$ cat src/rtl/demux1_16_regbank.sv
// rtl/demux1_16_regbank.sv - 1-to-16 write demultiplexer into a bank of sixteen registered entries
//
// Purpose: accepts one write per cycle over a valid/ready handshake, steers it
// with byte strobes into the entry selected by wr_sel, honours a per-entry write
// lock, and runs a 16-cycle clear-all sequence on request.
//
// Ports:
//   clk       in   clock, rising edge
//   rst_n     in   asynchronous active-low reset
//   wr_valid  in   write request
//   wr_ready  out  write can be accepted this cycle (IDLE)
//   wr_sel    in   target entry 0..15
//   wr_data   in   write data
//   wr_be     in   byte enables, bit k covers wr_data[8k+7:8k]
//   wr_lock   in   per-entry write-protect mask
//   wr_ack    out  pulse: previous-cycle write committed
//   wr_err    out  pulse: previous-cycle write hit a locked entry
//   clr_req   in   clear-all request, sampled in IDLE only
//   busy      out  clear sequence in progress
//   out       out  current value of all sixteen entries
module demux1_16_regbank #(
  parameter  int WIDTH = 32,
  localparam int BE_W  = WIDTH / 8
) (
  input  logic             clk,
  input  logic             rst_n,
  input  logic             wr_valid,
  output logic             wr_ready,
  input  logic [3:0]       wr_sel,
  input  logic [WIDTH-1:0] wr_data,
  input  logic [BE_W-1:0]  wr_be,
  input  logic [15:0]      wr_lock,
  output logic             wr_ack,
  output logic             wr_err,
  input  logic             clr_req,
  output logic             busy,
  output logic [WIDTH-1:0] out [16]
);

  typedef enum logic {IDLE = 1'b0, CLEAR = 1'b1} state_t;

  state_t           state_q, state_d;
  logic [3:0]       cnt_q, cnt_d;
  logic [WIDTH-1:0] bank_q [16];
  logic [WIDTH-1:0] bank_d [16];
  logic             ack_q, ack_d;
  logic             err_q, err_d;
  logic             accept;

  assign wr_ready = (state_q == IDLE);
  assign busy     = (state_q == CLEAR);
  assign accept   = wr_valid & wr_ready;
  assign wr_ack   = ack_q;
  assign wr_err   = err_q;
  assign out      = bank_q;

  always_comb begin
    state_d = state_q;
    cnt_d   = cnt_q;
    bank_d  = bank_q;
    ack_d   = 1'b0;
    err_d   = 1'b0;

    // Writes only land in IDLE, so they never collide with the clear below.
    if (accept) begin
      if (wr_lock[wr_sel]) begin
        err_d = 1'b1;
      end else begin
        ack_d = 1'b1;
        for (int k = 0; k < BE_W; k++) begin
          if (wr_be[k]) bank_d[wr_sel][8*k +: 8] = wr_data[8*k +: 8];
        end
      end
    end

    case (state_q)
      IDLE: begin
        if (clr_req) begin
          state_d = CLEAR;
          cnt_d   = 4'd0;
        end
      end
      CLEAR: begin
        // Clear ignores the lock mask; the counter wraps to 0 after entry 15.
        bank_d[cnt_q] = '0;
        cnt_d         = cnt_q + 4'd1;
        if (cnt_q == 4'd15) state_d = IDLE;
      end
      default: state_d = IDLE;
    endcase
  end

  always_ff @(posedge clk or negedge rst_n) begin
    if (!rst_n) begin
      state_q <= IDLE;
      cnt_q   <= 4'd0;
      bank_q  <= '{default: '0};
      ack_q   <= 1'b0;
      err_q   <= 1'b0;
    end else begin
      state_q <= state_d;
      cnt_q   <= cnt_d;
      bank_q  <= bank_d;
      ack_q   <= ack_d;
      err_q   <= err_d;
    end
  end

endmodule

$ cat config.mk
export PLATFORM = sky130hd
export DESIGN_NAME = demux1_16_regbank
export DESIGN_NICKNAME = d
export VERILOG_FILES = /design/src/rtl/demux1_16_regbank.sv
export SDC_FILE = /design/constraint.sdc
export NUM_CORES = 1
export LEC_CHECK = 0
export BUFFER_PORTS_ARGS = -buffer_cell sky130_fd_sc_hd__buf_2
export CAP_MARGIN = 15
export CORE_ASPECT_RATIO = 1.2
export CORE_MARGIN = 2
export CORE_UTILIZATION = 40
export DETAILED_ROUTE_END_ITERATION = 10
export PLACE_DENSITY = 0.65
export SLEW_MARGIN = 20
export SYNTH_ARGS = -nofsm -noshare
export SYNTH_HDL_FRONTEND = slang
export SYNTH_SLANG_ARGS = --single-unit
$ cat constraint.sdc
create_clock -name clk -period 2.9 [get_ports clk]
set_clock_uncertainty 0.1 [all_clocks]
set_input_delay 0.145 -clock clk [delete_from_list [all_inputs] [get_ports clk]]
set_output_delay 0.145 -clock clk [all_outputs]
set_load 0.02 [all_outputs]
==> results of run 1 <==
cells by family after synthesis:
| family | Yosys count | synth area share |
|---|---|---|
| AND/OR/NAND/NOR | 783 | 0.152 |
| multiplexers | 358 | 0.163 |
| buffers and inverters | 143 | 0.0285 |
| adder cells (fa/ha/maj) | 4 | 0.00226 |
| flip-flops | 519 | 0.587 |
| AO/OA/AOI/OAI | 214 | 0.0673 |
worst paths after layout:
kind | startpoint | end | slack (ns) | cells after the start
max in group asynchronous | rst_n | out[120]$_DFF_PN0_ | 1.65 | 3
max reg2reg | busy$_DFF_PN0_ | out[116]$_DFF_PN0_ | 0.31 | 5
min in group asynchronous | rst_n | out[265]$_DFF_PN0_ | 0.09 | 2
min reg2reg | out[217]$_DFF_PN0_ | out[217]$_DFF_PN0_ | 0.41 | 2
max | wr_sel[3] | out[244]$_DFF_PN0_ | 0.27 | 6
min | wr_be[0] | out[320]$_DFF_PN0_ | 0.06 | 4
cell usage in the layout (no fill, tap or decap), types with 9 or more instances in the layout:
master | synthesis | routed
a211oi_2 | 16 | 16
a211oi_4 | 12 | 13
buf_2 | 26 | 574
buf_4 | 8 | 66
clkbuf_16 | 0 | 57
clkbuf_8 | 0 | 14
clkinv_2 | 0 | 10
dfrtp_1 | 519 | 519
dlygate4sd3_1 | 0 | 38
mux2i_1 | 356 | 356
nand2_1 | 246 | 246
nand2_4 | 9 | 9
nand3_1 | 78 | 78
nor2_1 | 384 | 379
o21ai_0 | 122 | 122
o21ai_1 | 28 | 28
o22ai_1 | 10 | 10
stage by stage:
step / instances / setup slack [ns] / power (mW) / hold slack [ns] / area, sq um
6_report: 3387 / 0.272 / 21.8 / 0.0629 / 28300
5_1_grt: 3386 / 0.00438 / 22.8 / 0.0761 / 28200
4_1_cts: 3386 / 0.269 / 22.0 / 0.0349 / 28200
3_5_place_dp: 3253 / 0.224 / 14.8 / 0.164 / 26000
3_3_place_gp: 3253 / 0.320 / 14.6 / 0.148 / 26000
2_1_floorplan: 2021 / 0.608 / 12.2 / -0.251 / 22100
routing by layer:
layer,global-route usage,up-vias,wire length [um]
met5,0,-,13
met4,0.115,2,3530
met3,0.0660,188,5860
met1,0.350,8950,32300
met2,0.458,717,39100
li1,-,7989,-
worst register-to-register path, cell delays in order (launching register included):
cell	delay, ns
dfrtp_1	0.44
inv_1	0.17
nand4_1	0.30
buf_4	0.29
a211oi_2	0.88
o21ai_0	0.25
state kept, by name, indices dropped and copies added (netlist names):
| name | cells |
|---|---|
| out | 512 |
| busy | 1 |
| wr_err | 1 |
| wr_ack | 1 |
| cnt_q | 4 |
power groups by stage:
stage / logic [mW] / clock network [mW] / registers [mW]
6_report: 5.63 / 7.16 / 9.03
5_1_grt: 6.05 / 7.60 / 9.15
4_1_cts: 5.66 / 7.29 / 9.03
3_5_place_dp: 5.61 / 0 / 9.15
3_3_place_gp: 5.51 / 0 / 9.10
2_1_floorplan: 1.76 / 0 / 10.4
layout make-up:
cell class | count | area, sq um
Sequential cell | 519 | 13000
Fill cell | 4960 | 26600
Timing Repair Buffer | 687 | 3920
Antenna cell | 1 | 2.50
Inverter | 6 | 22.5
Clock inverter | 21 | 205
Multi-Input combinational cell | 1359 | 8580
Clock buffer | 74 | 1630
Tap cell | 720 | 901
repair_timing:
| item | CTS | global route |
|---|---|---|
| endpoints found under the hold margin | 432 | 0 |
| hold buffers | 38 | 0 |
| setup endpoints to repair | 0 | 1 |
| gates resized for setup | 0 | 1 |
==> summary.md, run 1 <==
- dlygate4sd3_1, buf_2, nor2b_1, nand2_1, a211oi_2, o21ai_0 — Cell Chain, Critical Path
- a211oi_2 — worst-path cell with the longest stage delay
- yes — TritonCTS clock tree
- in2reg — class of the most critical hold timing path
- 1.00 — fraction of synthesis flops using an asynchronous set or reset pin
- 0.86 ns — Largest stage delay, worst path
- 519 — number of sinks handled by clock tree synthesis
- 55 — number of distinct library cell variants in the gate-level netlist after synthesis
- 10.9 sq um — Avg Inst Size Synth
- finished clean — run status
- dfrtp_1 — count leader, synth
- dfrtp_1 — cell type with the largest total area after synthesis
- 23.9 um — Routed WL per cell
- 118000 um — global-route wire length before repair
- 0 — setup violation total in the final timing report
- 27.7% — layout overhead on the synthesized area
- 2085 — Post-Synthesis Net Count
- 0 ns — final setup TNS
- dfrtp_1 (59%), mux2i_1 (16%), nor2_1 (6.5%) — most area-consuming cells after synthesis
- 17846 — via count
- 0 — number of routed nets with antenna violations
- 54800 sq um — Floorplan Core Area
- 0.667 mV — worst-case vdd ir drop
- 2.63 ns — minimum period implied by the final worst setup slack
- 0.848 — weighted congestion at the end of routability-driven global placement
- 381 MHz — maximum operating frequency
- 0 — total gr overflow
- 262 um — die height
- dfrtp_1 — Synth Flop Type
- in2reg — kind of critical path
- 0.587 — register area share after synthesis
- false — unrepaired setup endpoints after global routing
- 0.06 ns — clock transition at the registers of the reported paths
- 519 — #FFs+latches synth
- 0.277 — GRT Overall Usage
- 2691 — number of nets in the layout
- 0.289 — worst slew slack as a fraction of its limit
- 6 — first-pass iteration count of the detailed router
- 16.1 nW — total leakage power
- 0 — final hold viol count
- 575 — quantity of I/O buffers inserted on ports
- 3 — Bufs on Longest Clock Path
- 0.414 — register share of total power
- 2021 — gate count of the mapped netlist
- 17858 — number of global-route vias before repair
- clkbuf_16 — Root Buffer Master
- 772 nW/um^2 — total power per unit cell area
- 91 — maximum number of pins on one net before global-route repair
- 5.27 — vias per cell
- flop — crit end category
- dfrtp_1 (519), nor2_1 (384), mux2i_1 (356), nand2_1 (246), o21ai_0 (122) — most common library cells after synthesis
- 0.59 ns — Clk Latency, worst-skew pair
- 219 um — chip width
- 0.906 — post-route clock period utilization
- 0.404 — effective utilization at floorplan
- 0.258 — part of the total power dissipated in combinational logic
- 2 — Max H-tree Level
- 1343 — iteration-0 DRC count of the detailed router
- 0.328 — clock power share
- 0 — final-report max-slew violation count
- 18 — crit-path max FO
- primary input — critical path startpoint category
- 2 — CP Buf/Inv Count
- compound AO/OA/AOI/OAI gates — Top Family by Delay on Critical Path
- 1.06 ns — pin slew with the least headroom to its limit
- 0.587 — share of the synthesized area in the top cell type
- 22100 sq um — Post-Syn Area
- 0.354 — switching share of power
- 0.309 — fraction of layout cells with a size suffix above 1
- 0 — count of unresolved DRC violations after routing
- 576 — Boundary Pins
- 80800 um — final wirelength
- 2.96 ns — CP Data Arrival Time
- 14.1 mW — cell-internal power
- 0 — number of enable flip-flop cells after synthesis
- 94 — # rows
- 57800 um — DPL Wire Length
- 0.515 — final core occ
- 0 — yosys warns
- 0 — max-cap violations
- 3.23 ns — worst path required time
- 1 — number of antenna violations at the first check in global routing
- 0 — Post-CTS Setup Repair Bufs
- 54 — clock buffers created by TritonCTS
- 7.73 mW — NetSw
- 57200 sq um — die area
No activity file was read; power rests on OpenSTA's default activity.
==> inputs of run 2 (changes only) <==
--- a/config.mk
+++ b/config.mk
@@ -7,11 +7,14 @@
 export LEC_CHECK = 0
 export BUFFER_PORTS_ARGS = -buffer_cell sky130_fd_sc_hd__buf_2
 export CAP_MARGIN = 15
+export CELL_PAD_IN_SITES_DETAIL_PLACEMENT = 1
+export CELL_PAD_IN_SITES_GLOBAL_PLACEMENT = 2
 export CORE_ASPECT_RATIO = 1.2
 export CORE_MARGIN = 2
-export CORE_UTILIZATION = 40
+export CORE_UTILIZATION = 33
 export DETAILED_ROUTE_END_ITERATION = 10
-export PLACE_DENSITY = 0.65
+export PLACE_DENSITY = 0.81
+export SETUP_SLACK_MARGIN = 0.05
 export SLEW_MARGIN = 20
 export SYNTH_ARGS = -nofsm -noshare
 export SYNTH_HDL_FRONTEND = slang
==> run 2 against run 1 <==
  * Critical path depth grew 2
  * Non-clock buffer count increased by 9
  * Routed wire length grew 13%
  * Global-route usage decreased by 1.8 points
  * Die area is 21% higher
  * First-iteration DRC count fell by 24%
  * Clock power grew 4.3%
  * Worst hold slack worse by 0.014 ns
  * Register-to-register slack better by 0.17 ns
  * Maximum frequency rose by 5.5%
  * Cell count increased by 6.0%
  * Combinational power up 4.4%
  * Critical path type unchanged
  * Highest routed layer unchanged
==> summary.md, run 2 (synthesized netlist as in run 1, its figures left out) <==
- dlygate4sd3_1 — worst-path cell with the longest stage delay
- 16.2 nW — total leakage power
- in2reg — kind of critical path
- 0 — number of routed nets with antenna violations
- buf_2 — leading cell type in the layout, fill and taps excluded
- 0.59 ns — Largest stage delay, worst path
- 2.90 ns — CP Data Arrival Time
- 0.259 — GRT Overall Usage
- 29.7% — layout overhead on the synthesized area
- 5 — first-pass iteration count of the detailed router
- 2702 — number of nets in the layout
- 3442 — number of cells after detailed placement
- nand3_1 — cell repeated most along the worst path
- 79 — maximum number of pins on one net before global-route repair
- 780 nW/um^2 — total power per unit cell area
- busy$_DFF_PN0_ — RR Startpoint
- finished clean — run status
- 519 — number of sinks handled by clock tree synthesis
- 0.859 — post-route clock period utilization
- 18 — crit-path max FO
- 91300 um — final wirelength
- 69100 sq um — die area
- flop — crit end category
- primary input — critical path startpoint category
- yes — TritonCTS clock tree
- 288 um — die height
- 0 — count of unresolved DRC violations after routing
- 0 — number of gates resized after CTS
- 0 ns — final setup TNS
- 0.0492 ns — Final Hold Slack
- 1019 — iteration-0 DRC count of the detailed router
- wr_sel[3] — source of the critical timing path
- 0.309 — fraction of layout cells with a size suffix above 1
- 576 — Boundary Pins
- 39 — CTS Hold Bufs
- 3591 — post-route non-filler standard cell count
- buf_2 (574), dfrtp_1 (519), nor2_1 (379), mux2i_1 (356), nand2_1 (246) — leading cell types in the layout, fill and taps excluded
- 0.331 — effective utilization at floorplan
- 18246 — via count
- dlygate4sd3_1, buf_2, nor2b_1, nand3_1, a211oi_2, buf_4, nand3_1, o21ai_0 — Cell Chain, Critical Path
- 575 — quantity of I/O buffers inserted on ports
- 2.49 ns — minimum period implied by the final worst setup slack
- 0.809 — weighted congestion at the end of routability-driven global placement
- 0 — final hold viol count
- 5 — worst reg-to-reg path cell count
- 25.4 um — Routed WL per cell
- 0 — setup violation total in the final timing report
- 0 — total gr overflow
- 512 — max reg flops
- 66700 um — DPL Wire Length
- 3.31 ns — worst path required time
- 3 — Bufs on Longest Clock Path
- 0 — Post-CTS Setup Repair Bufs
- wr_be[2] — Worst Hold Launch
- 401 MHz — maximum operating frequency
- 240 um — chip width
- 56 — clock buffers created by TritonCTS
- clkbuf_16 — Root Buffer Master
- 5.08 — vias per cell
- 66800 sq um — Floorplan Core Area
- 4 — hold-critical path depth
- 19253 — number of global-route vias before repair
- 0 — max-cap violations
- 8 — number of antenna violations at the first check in global routing
- 0.06 ns — clock transition at the registers of the reported paths
- 0.891 ns — pin slew with the least headroom to its limit
- 0.461 mV — worst-case vdd ir drop
- 0 — final-report max-slew violation count
- 0.62 ns — Clk Latency, worst-skew pair
- 104 — # rows
- 2 — Max H-tree Level
- 0.404 — worst slew slack as a fraction of its limit
- 131000 um — global-route wire length before repair
- in2reg — class of the most critical hold timing path
- false — unrepaired setup endpoints after global routing
==> run 2: cell count changes in the layout (fill, tap and decap cells not counted), moves of 4 or more <==
| cell | previous run | this run |
|---|---|---|
| clkbuf_1 | 3 | 12 |
| buf_12 | 8 | 13 |
| diode_2 | 1 | 6 |
| buf_4 | 66 | 70 |
==> run 2: worst paths after layout <==
kind                                            to  slack, ns
worst max-delay path            out[137]$_DFF_PN0_       0.41
worst max register to register  out[222]$_DFF_PN0_       0.48
min in group asynchronous       out[147]$_DFF_PN0_       0.49
max in group asynchronous           busy$_DFF_PN0_       1.33
worst min-delay path            out[342]$_DFF_PN0_       0.05
worst min register to register  out[147]$_DFF_PN0_       0.41
==> run 2: stage by stage <==
step	worst slack [ns]	area (sq um)	power, mW	utilization
3_5_place_dp	0.251	26300	15.1	0.395
4_1_cts	0.427	28700	22.6	0.429
6_report	0.408	28700	22.4	0.430
5_1_grt	0.261	28700	23.4	0.430
3_3_place_gp	0.318	26300	14.8	0.395
2_1_floorplan	0.608	22100	12.2	-
==> run 2: critical path, delay by kind of cell <==
kind            cells  cell delay, ns
simple gates        3            1.00
compound gates      2            0.58
buf+inv             3            1.17
==> run 2: metal layers <==
layer,up-vias,share of wire,GRT usage
li1,8047,-,-
met1,9396,0.39,0.304
met2,600,0.50,0.448
met3,195,0.066,0.0646
met4,8,0.046,0.112
met5,-,0.00050,0
==> run 2: where the power goes <==
group | internal, mW | total (mW) | switching (mW)
combinational | 1.60 | 5.88 | 4.28
clock | 4.38 | 7.47 | 3.09
sequential | 8.36 | 9.04 | 0.677
total | 14.3 | 22.4 | 8.05
==> run 2: layout make-up <==
| type | instances | area [sq um] |
|---|---|---|
| Multi-Input combinational cell | 1359 | 8560 |
| Inverter | 6 | 22.5 |
| Sequential cell | 519 | 13000 |
| Tap cell | 901 | 1130 |
| Timing Repair Buffer | 696 | 4050 |
| Fill cell | 7517 | 38100 |
| Antenna cell | 6 | 15.0 |
| Clock inverter | 20 | 233 |
| Clock buffer | 84 | 1690 |
==> inputs of run 3 (changes only) <==
--- a/config.mk
+++ b/config.mk
@@ -6,12 +6,12 @@
 export NUM_CORES = 1
 export LEC_CHECK = 0
 export BUFFER_PORTS_ARGS = -buffer_cell sky130_fd_sc_hd__buf_2
-export CAP_MARGIN = 15
 export CELL_PAD_IN_SITES_DETAIL_PLACEMENT = 1
 export CELL_PAD_IN_SITES_GLOBAL_PLACEMENT = 2
 export CORE_ASPECT_RATIO = 1.2
 export CORE_MARGIN = 2
 export CORE_UTILIZATION = 33
+export CTS_CLUSTER_SIZE = 14
 export DETAILED_ROUTE_END_ITERATION = 10
 export PLACE_DENSITY = 0.81
 export SETUP_SLACK_MARGIN = 0.05
==> constraint.sdc (replaced) <==
create_clock -name clk -period 2.8 [get_ports clk]
set_clock_uncertainty 0.1 [all_clocks]
set_input_delay 0.14 -clock clk [delete_from_list [all_inputs] [get_ports clk]]
set_output_delay 0.14 -clock clk [all_outputs]
set_load 0.02 [all_outputs]
==> run 3 against run 2 <==
  * Critical path depth down 3
  * Largest power group unchanged
  * Cell count about the same
  * Clock power up 3%
  * Combinational power up 3%
  * Final area about the same
  * Power up 3.1%
  * Critical endpoint is now out[312]$_DFF_PN0_
  * Non-clock buffer count up 8
==> summary.md, run 3 (synthesized netlist as in run 1, its figures left out) <==
- 0.261 — GRT Overall Usage
- 133000 um — global-route wire length before repair
- 66800 sq um — Floorplan Core Area
- 6 — number of antenna violations at the first check in global routing
- 91500 um — final wirelength
- 0.481 mV — worst-case vdd ir drop
- dfrtp_1 — worst-path cell with the longest stage delay
- 0 — count of unresolved DRC violations after routing
- 5.08 — vias per cell
- buf_2 (574), dfrtp_1 (519), nor2_1 (379), mux2i_1 (356), nand2_1 (246) — leading cell types in the layout, fill and taps excluded
- 0.62 ns — Clk Latency, worst-skew pair
- in2reg — class of the most critical hold timing path
- 0 ns — final setup TNS
- 1.16 ns — pin slew with the least headroom to its limit
- buf_2 — leading cell type in the layout, fill and taps excluded
- reg2reg — kind of critical path
- 0 — number of routed nets with antenna violations
- 104 — # rows
- 0 — total gr overflow
- 2 — Max H-tree Level
- 0 — setup violation total in the final timing report
- 0 — final hold viol count
- 395 MHz — maximum operating frequency
- 2.53 ns — minimum period implied by the final worst setup slack
- 19266 — number of global-route vias before repair
- 25.5 um — Routed WL per cell
- 288 um — die height
- 0.226 — worst slew slack as a fraction of its limit
- 512 — max reg flops
- 28700 sq um — final standard cell area without fillers
- 18243 — via count
- 240 um — chip width
- 26400 sq um — post-detailed-placement cell area
- 3 — Bufs on Longest Clock Path
- flop — critical path startpoint category
- 29.8% — layout overhead on the synthesized area
- 18 — crit-path max FO
- 0.312 — fraction of layout cells with a size suffix above 1
- 519 — number of sinks handled by clock tree synthesis
- 16.2 nW — total leakage power
- 0.57 ns — Largest stage delay, worst path
- 72 — maximum number of pins on one net before global-route repair
- clkbuf_16 — Root Buffer Master
- 0 — final-report max-slew violation count
- 2709 — number of nets in the layout
- 576 — Boundary Pins
- flop — crit end category
- 55 — clock buffers created by TritonCTS
- false — unrepaired setup endpoints after global routing
- 804 nW/um^2 — total power per unit cell area
- 575 — quantity of I/O buffers inserted on ports
- 2.94 ns — CP Data Arrival Time
- 5 — first-pass iteration count of the detailed router
- finished clean — run status
- 950 — iteration-0 DRC count of the detailed router
- 3.20 ns — worst path required time
- 66100 um — DPL Wire Length
- 0.840 — weighted congestion at the end of routability-driven global placement
- yes — TritonCTS clock tree
- 0.07 ns — clock transition at the registers of the reported paths
- 0.905 — post-route clock period utilization
- 69100 sq um — die area
- 0 — max-cap violations
- nand3b_1, buf_4, nor3b_1, o21ai_2, o32ai_1 — Cell Chain, Critical Path
- 0.331 — effective utilization at floorplan
[run 3: power breakdown]
group	switching, mW	total [mW]	internal [mW]
Sequential	0.723	9.38	8.65
Combinational	4.38	6.04	1.66
Clock	3.21	7.66	4.45
Total	8.31	23.1	14.8
[run 3: routing by layer]
layer | part of all wire | track usage | routed length (um) | up-vias
met1 | 0.39 | 0.311 | 36100 | 9428
met2 | 0.50 | 0.450 | 45400 | 596
met4 | 0.038 | 0.0936 | 3520 | 8
li1 | - | - | - | 8039
met3 | 0.069 | 0.0699 | 6320 | 172
met5 | 0.00061 | 0 | 56 | -
[run 3: final timing paths]
check | start | endpoint | slack [ns] | depth (start not counted)
worst max-delay path | busy$_DFF_PN0_ | out[312]$_DFF_PN0_ | 0.27 | 5
worst min-delay path | wr_sel[3] | wr_ack$_DFF_PN0_ | 0.05 | 4
worst max register to register | busy$_DFF_PN0_ | out[312]$_DFF_PN0_ | 0.27 | 5
worst min register to register | out[148]$_DFF_PN0_ | out[148]$_DFF_PN0_ | 0.41 | 1
max in group asynchronous | rst_n | out[77]$_DFF_PN0_ | 1.25 | 5
min in group asynchronous | rst_n | out[474]$_DFF_PN0_ | 0.44 | 3
[run 3: through the flow]
step	hold WS (ns)	instances	utilization	power [mW]	worst slack (ns)
global route	0.0608	3592	0.430	24.1	0.124
global placement	0.0507	3449	0.395	15.3	0.196
CTS	0.00599	3589	0.430	23.3	0.0915
floorplan	-0.256	2021	-	12.6	0.508
detailed placement	0.0646	3449	0.395	15.6	0.0595
finish	0.0538	3593	0.430	23.1	0.266
[run 3: timing repair]
action                     in CTS  in global routing
gates resized for setup         0                  0
hold buffers                   38                  0
hold endpoints to repair      794                  0
setup endpoints to repair       0                 14
buffers inserted                0                  2
[run 3: critical path, delay by kind of cell (launching register included)]
kind | cells | cell delay [ns]
compound gates | 2 | 0.56
simple gates | 2 | 0.90
flops | 1 | 0.57
buf+inv | 1 | 0.28
[run 3: cell type report]
class / count / area, sq um
multi-input combinational: 1359 / 8560
fill: 7512 / 38100
clock buffer: 84 / 1700
sequential: 519 / 13000
inverter: 6 / 22.5
timing repair buffer: 704 / 4120
clock inverter: 18 / 185
tap: 901 / 1130
antenna: 2 / 5.00
